[config.mk]
export PLATFORM = sky130hd
export DESIGN_NAME = led_sched_ctrl
export DESIGN_NICKNAME = d
export VERILOG_FILES = /design/src/rtl/led_sched_pkg.sv /design/src/rtl/key_debounce.sv /design/src/rtl/led_sched_ctrl.sv
export SDC_FILE = /design/constraint.sdc
export NUM_CORES = 1
export LEC_CHECK = 0
export CAP_MARGIN = 20
export CORE_UTILIZATION = 59
export CTS_CLUSTER_SIZE = 14
export DETAILED_ROUTE_END_ITERATION = 8
export PLACE_DENSITY = 0.81
export SYNTH_ARGS = -nofsm -noshare
export SYNTH_HDL_FRONTEND = slang
export SYNTH_SLANG_ARGS = --single-unit
[constraint.sdc]
create_clock -name clk_clk -period 4.38 [get_ports clk_clk]
set_input_delay 0.876 -clock clk_clk [delete_from_list [all_inputs] [get_ports clk_clk]]
set_output_delay 0.876 -clock clk_clk [all_outputs]
set_load 0.05 [all_outputs]
[src/rtl/led_sched_pkg.sv]
// Register map, pattern mode encoding and STATUS bit layout shared by the
// LED scheduler controller.
package led_sched_pkg;

    localparam logic [1:0] ADDR_DATA   = 2'd0;
    localparam logic [1:0] ADDR_MODE   = 2'd1;
    localparam logic [1:0] ADDR_PERIOD = 2'd2;
    localparam logic [1:0] ADDR_STATUS = 2'd3;

    typedef enum logic [1:0] {
        MODE_STATIC = 2'd0,
        MODE_BLINK  = 2'd1,
        MODE_CHASE  = 2'd2,
        MODE_MIRROR = 2'd3
    } mode_e;

    localparam int STAT_MODE_LSB    = 4;
    localparam int STAT_PAUSED      = 6;
    localparam int STAT_KEY_EVENT   = 8;
    localparam int STAT_KEY_DROPPED = 9;

    function automatic logic [31:0] status_word(
        input logic [3:0] led,
        input mode_e      mode,
        input logic       paused,
        input logic       key_event,
        input logic       key_dropped
    );
        logic [31:0] w;
        w = '0;
        w[3:0]                  = led;
        w[STAT_MODE_LSB +: 2]   = mode;
        w[STAT_PAUSED]          = paused;
        w[STAT_KEY_EVENT]       = key_event;
        w[STAT_KEY_DROPPED]     = key_dropped;
        return w;
    endfunction

endpackage

[src/rtl/key_debounce.sv]
// One push-button: 2-FF synchronizer, stability counter and a single-cycle
// press pulse on an accepted released->pressed transition (key is active-low).
module key_debounce #(
    parameter int unsigned DEBOUNCE_CYCLES = 500000
) (
    input  logic clk,
    input  logic rst_n,
    input  logic key_n,
    output logic level,
    output logic press
);

    localparam int unsigned CW = (DEBOUNCE_CYCLES > 1) ? $clog2(DEBOUNCE_CYCLES) : 1;
    localparam logic [CW-1:0] CNT_LAST = CW'(DEBOUNCE_CYCLES - 1);

    logic          sync_1;
    logic          sync_2;
    logic          sync_prev;
    logic [CW-1:0] cnt;

    always_ff @(posedge clk or negedge rst_n) begin
        if (!rst_n) begin
            sync_1    <= 1'b1;
            sync_2    <= 1'b1;
            sync_prev <= 1'b1;
            cnt       <= '0;
            level     <= 1'b1;
            press     <= 1'b0;
        end else begin
            // NOTE: non-blocking assignments let every flop sample pre-edge values, so the sync chain really is two stages.
            sync_1    <= key_n;
            sync_2    <= sync_1;
            sync_prev <= sync_2;
            press     <= 1'b0;
            // Count only while the synced level is steady and differs from the accepted one.
            if ((sync_2 != sync_prev) || (sync_2 == level)) begin
                cnt <= '0;
            end else if (cnt == CNT_LAST) begin
                cnt   <= '0;
                level <= sync_2;
                press <= ~sync_2;
            end else begin
                cnt <= cnt + 1'b1;
            end
        end
    end

endmodule

[src/rtl/led_sched_ctrl.sv]
// Avalon-MM LED pattern controller: DATA/MODE/PERIOD/STATUS registers, tick
// generator, and arbitration between bus writes and debounced KEY[2:0] actions.
module led_sched_ctrl
    import led_sched_pkg::*;
#(
    parameter int unsigned DEBOUNCE_CYCLES = 500000,
    parameter logic [31:0] PERIOD_RESET    = 32'd25000000
) (
    input  logic        clk_clk,
    input  logic        reset_reset_n,
    input  logic [1:0]  avs_address,
    input  logic        avs_write,
    input  logic [31:0] avs_writedata,
    input  logic        avs_read,
    output logic [31:0] avs_readdata,
    input  logic [2:0]  key_n,
    output logic [3:0]  led
);

    logic [2:0] key_level;
    logic [2:0] key_press;

    for (genvar i = 0; i < 3; i++) begin : g_key
        key_debounce #(
            .DEBOUNCE_CYCLES(DEBOUNCE_CYCLES)
        ) u_key (
            .clk   (clk_clk),
            .rst_n (reset_reset_n),
            .key_n (key_n[i]),
            .level (key_level[i]),
            .press (key_press[i])
        );
    end

    logic [3:0]  data_q;
    mode_e       mode_q;
    logic [31:0] period_q;
    logic [31:0] tick_cnt_q;
    logic        paused_q;
    logic        key_event_q;
    logic        key_dropped_q;
    logic        phase_q;
    logic [3:0]  chase_q;

    logic wr_data, wr_mode, wr_period, wr_status;
    assign wr_data   = avs_write && (avs_address == ADDR_DATA);
    assign wr_mode   = avs_write && (avs_address == ADDR_MODE);
    assign wr_period = avs_write && (avs_address == ADDR_PERIOD);
    assign wr_status = avs_write && (avs_address == ADDR_STATUS);

    // A bus write to the same register beats the key action in that cycle.
    logic key0_take, key1_take, key_event_set, key_dropped_set;
    assign key0_take       = key_press[0] && !wr_mode;
    assign key1_take       = key_press[1] && !wr_data;
    assign key_event_set   = key0_take || key1_take || key_press[2];
    assign key_dropped_set = (key_press[0] && wr_mode) || (key_press[1] && wr_data);

    logic [3:0]  data_d;
    mode_e       mode_d;
    logic [3:0]  led_d;
    logic [31:0] read_word;
    logic        mode_change;
    logic        tick;

    always_comb begin
        // NOTE: every output of this block is defaulted first so no path can infer a latch.
        data_d    = data_q;
        mode_d    = mode_q;
        led_d     = data_q;
        read_word = '0;

        if (wr_data)        data_d = avs_writedata[3:0];
        else if (key1_take) data_d = ~data_q;

        if (wr_mode)        mode_d = mode_e'(avs_writedata[1:0]);
        else if (key0_take) mode_d = mode_e'(mode_q + 2'd1);

        case (mode_q)
            MODE_STATIC: led_d = data_q;
            MODE_BLINK:  led_d = phase_q ? 4'b0000 : data_q;
            MODE_CHASE:  led_d = chase_q;
            MODE_MIRROR: led_d = {1'b0, ~key_level};
            default:     led_d = data_q;
        endcase

        case (avs_address)
            ADDR_DATA:   read_word = {28'b0, data_q};
            ADDR_MODE:   read_word = {30'b0, mode_q};
            ADDR_PERIOD: read_word = period_q;
            ADDR_STATUS: read_word = status_word(led, mode_q, paused_q, key_event_q, key_dropped_q);
            default:     read_word = '0;
        endcase
    end

    assign mode_change = (mode_d != mode_q);
    assign tick        = !paused_q && (tick_cnt_q == period_q - 32'd1);

    always_ff @(posedge clk_clk or negedge reset_reset_n) begin
        if (!reset_reset_n) begin
            data_q        <= 4'b0000;
            mode_q        <= MODE_STATIC;
            period_q      <= PERIOD_RESET;
            tick_cnt_q    <= '0;
            paused_q      <= 1'b0;
            key_event_q   <= 1'b0;
            key_dropped_q <= 1'b0;
            phase_q       <= 1'b0;
            chase_q       <= 4'b0001;
            led           <= 4'b0000;
            avs_readdata  <= '0;
        end else begin
            data_q <= data_d;
            mode_q <= mode_d;
            led    <= led_d;

            // Reads sample pre-write state, so read+write to one address returns the old value.
            if (avs_read)    avs_readdata <= read_word;
            if (wr_period)   period_q     <= (avs_writedata == 32'd0) ? 32'd1 : avs_writedata;
            if (key_press[2]) paused_q    <= ~paused_q;

            if (key_event_set)
                key_event_q <= 1'b1;
            else if (wr_status && avs_writedata[STAT_KEY_EVENT])
                key_event_q <= 1'b0;

            if (key_dropped_set)
                key_dropped_q <= 1'b1;
            else if (wr_status && avs_writedata[STAT_KEY_DROPPED])
                key_dropped_q <= 1'b0;

            if (mode_change || wr_period)
                tick_cnt_q <= '0;
            else if (!paused_q)
                tick_cnt_q <= tick ? '0 : tick_cnt_q + 32'd1;

            if (mode_change) begin
                phase_q <= 1'b0;
                chase_q <= 4'b0001;
            end else if (tick) begin
                if (mode_q == MODE_BLINK) phase_q <= ~phase_q;
                if (mode_q == MODE_CHASE) chase_q <= {chase_q[2:0], chase_q[3]};
            end
        end
    end

endmodule

==> metrics.yaml, run 1 <==
status:
  outcome: "finished, final reports clean"
die:
  rows: 46
  die_w_um: 129
  start_util_pct: 60.3
  dieArea_mm2: 0.0167
  io_pins: 77
  core-area_mm2: 0.0158
  die_y_um: 129
worst_setup_path:
  end_kind: "flop"
  arrival_ps: 4190
  critPathKind: "flop to flop"
  crit_fanout: 30
  reg2reg_depth: 8
  cp_top_family: "simple AND/OR/NAND/NOR gates"
  r2r_end: "tick_cnt_q[13]"
  cp-start-kind: "flop"
  path_cells: "or4_1, or4_1, or4_1, o41a_1, a2111oi_4, nand4b_4, nand2_2, nor2_1"
  critPathMostFrequentCell: "or4_1"
  reg2reg_from: "period_q[17]"
  path_buf_inv: 0
  max_stage_delay_ps: 640
  r2r_slack_ps: 490
  crit_required_ps: 4680
  crit_slowest_cell: "or4_1"
routing:
  post-route-drc-count: 0
  ant_nets: 0
  drt_iter0_drc: 567
  viasPerCell: 5.81
  wl_mm: 21.4
  wire_per_inst_um: 16.9
  drt_first_pass_iters: 5
  vias: 7352
hold_path:
  hold_path.class: "flop to flop"
  min_to: "g_key[2].u_key.sync_2"
  min_delay_path_depth: 0
  hold_start: "g_key[2].u_key.sync_1"
finish:
  fin_cells: 1265
  mostFrequentLayoutCells: "161 x dfrtp_1, 123 x nor2_1, 81 x nand2_1"
  finalInstanceArea_mm2: 0.0110
  syn2layout_area_growth_pct: 15.6
  nets: 1086
  layout_commonest_cell: "dfrtp_1"
  drive_gt1_share_pct: 11.0
  n_antenna_cell: 0
placement:
  place.gp.congestion: 0.866
  port_buffers: 76
  dp_slack_ps: 474
  dpl.hpwl_mm: 15.2
  placed_cell_area_mm2: 0.0105
  placed_cells: 1233
timing:
  tightest_slew_ps: 880
  skew_ps: 10.2
  period_needed_ps: 3890
  timing.final.max_slew_violations: 0
  finalHoldViolCount: 0
  rsz0062_at_grt: "false"
  fin_ws_ps: 489
  max-slew-margin-rel_pct: 41.3
  tns_ps: 0
  final.period_utilization_pct: 88.8
  clock.fmax_ghz: 0.257
  setup_viol: 0
  timing.hold.ws_ps: 356
power:
  power_density_mw_per_mm2: 385
  leakage_nw: 4.46
  vdd_drop_max_mv: 0.298
global_routing:
  grt_usage_pct: 27.3
  grt_pass1_wl_mm: 35.4
  grt_max_degree: 84
  antenna_found_initial: 0
  grt_remaining_overflow: 0
  grt_pass1_vias: 7218
yosys:
  syn-instance-count: 972
  avgSynthCellArea_um2: 9.81
  synth_edf_count: 0
  synth_cell_types: 66
  ys_warn_count: 0
  syn-num-nets: 1022
  netlist_area_mm2: 0.00954
  async_reset_ff_share_pct: 100
  ys_seq_area_share_pct: 49.1
  ys_ff_latch: 186
  synth_ff_type: "dfrtp_1"
clock_tree:
  cts.sinks: 186
  h-tree-depth: 4
  cts_setup_buffers: 0
  cts_buffers: 17
  cts_tree: "done"
  cts-root-buf: "clkbuf_16"
  path_clk_slew_ps: 70
  clockBufferDepth: 2
  insertion_delay_ps: 440
  ctsResizeCount: 0
  hold_buffers: 0
job:
  drv_cap: 0
==> metrics by stage <==
| step | util (%) | total power, mW |
|---|---|---|
| after CTS | 69.7 | 4.26 |
| after global routing | 69.7 | 4.40 |
| after detailed placement | 66.2 | 2.81 |
| after floorplan | - | 2.53 |
| final | 69.7 | 4.24 |
| after global placement | 66.2 | 2.79 |
==> registers in the layout (all words and copies together), names as in the netlist <==
register	count
led	4
period_q	32
phase_q	1
key_event_q	1
g_key.u_key.sync_1	3
mode_q	2
key_dropped_q	1
paused_q	1
g_key.u_key.sync_prev	3
data_q	4
avs_readdata	32
chase_q	4
g_key.u_key.sync_2	3
g_key.u_key.level	3
g_key.u_key.cnt	57
g_key.u_key.press	3
tick_cnt_q	32
==> cell type report <==
class / count / area, um^2
Clock buffer: 19 / 443
Clock inverter: 13 / 111
Fill cell: 1227 / 4800
Inverter: 55 / 206
Multi-Input combinational cell: 692 / 4480
Sequential cell: 186 / 4690
Tap cell: 216 / 270
Timing Repair Buffer: 84 / 835
==> routing by layer <==
layer  vias to the layer above  global-route usage (%)  share of wire (%)
met2                       209                    47.0                 50
met4                         0                    9.76                2.4
met3                        49                    4.95                4.5
li1                       3502                       -                  -
met5                         -                       0                  0
met1                      3592                    34.7                 43
==> power by group <==
group          switching, mW  leakage, nW  internal (mW)
sequential             0.168         2.43           1.86
clock                  0.696        0.265          0.758
combinational          0.454         1.77          0.313
total                   1.32         4.46           2.93
==> worst register-to-register path, delay by kind of cell (launching register included) <==
family / cells / cell delay (ps)
DFF: 1 / 430
and+or+nand+nor: 6 / 2600
AOI/OAI and AO/OA: 2 / 740
==> cell usage after synthesis, drive strengths merged, types with 3 or more instances <==
library cell  count  area, um^2
a21oi            22         110
a221o             3        30.0
a41oi             3        26.3
and2              3        18.8
and3             12        75.1
and3b             3        26.3
and4              4        35.0
buf               5        42.5
clkbuf           34         129
dfrtp           161        4030
dfstp            25         657
ha                9         113
inv              55         206
mux2             39         439
mux2i             6        60.1
nand2            82         310
nand2b            6        37.5
nand3            37         185
nand3b            4        30.0
nand4            33         206
nand4b            6        67.6
nor2            123         462
nor2b             7        43.8
nor3             21         105
nor3b             4        30.0
nor4             28         181
nor4b             5        43.8
o211ai            5        37.5
o21ai            49         245
o22ai             6        37.5
or3              15        93.8
or4               7        52.6
xnor2            56         490
xor2             62         543
==> worst max path at each step <==
stage                       from        endpoint  slack (ps)  depth (start not counted)
detailed placement  period_q[17]  tick_cnt_q[13]         470                          8
finish              period_q[17]  tick_cnt_q[13]         490                          8
global route         period_q[8]  tick_cnt_q[13]         260                          8
floorplan           period_q[17]   tick_cnt_q[0]        1000                         11
global placement    period_q[17]  tick_cnt_q[22]         630                          8
CTS                 period_q[15]  tick_cnt_q[13]         490                          8
==> cell families (layout without fill, tap and decap cells) <==
group                      Yosys count  count (layout)  synth area share, %
AOI/OAI and AO/OA                  110             110                 7.40
buffers and inverters               94             171                 3.96
and+or+nand+nor                    408             408                 21.8
xor gates and xnor gates           118             118                 10.8
DFF                                186             186                 49.1
muxes                               47              47                 5.71
adders and majority gates            9               9                 1.18
No activity file was read; power rests on OpenSTA's default activity.
==> inputs of run 2 (changes only) <==
--- a/config.mk
+++ b/config.mk
@@ -13,3 +13,4 @@
 export SYNTH_ARGS = -nofsm -noshare
 export SYNTH_HDL_FRONTEND = slang
 export SYNTH_SLANG_ARGS = --single-unit
+export TNS_END_PERCENT = 20
==> results of run 2 <==
Final layout, timing and power as in run 1 (identical DEF).
==> inputs of run 3 (changes only) <==
--- a/config.mk
+++ b/config.mk
@@ -7,7 +7,6 @@
 export LEC_CHECK = 0
 export CAP_MARGIN = 20
 export CORE_UTILIZATION = 59
-export CTS_CLUSTER_SIZE = 14
 export DETAILED_ROUTE_END_ITERATION = 8
 export PLACE_DENSITY = 0.81
 export SYNTH_ARGS = -nofsm -noshare
==> results of run 3 <==
Final layout, timing and power as in run 1 (identical DEF).
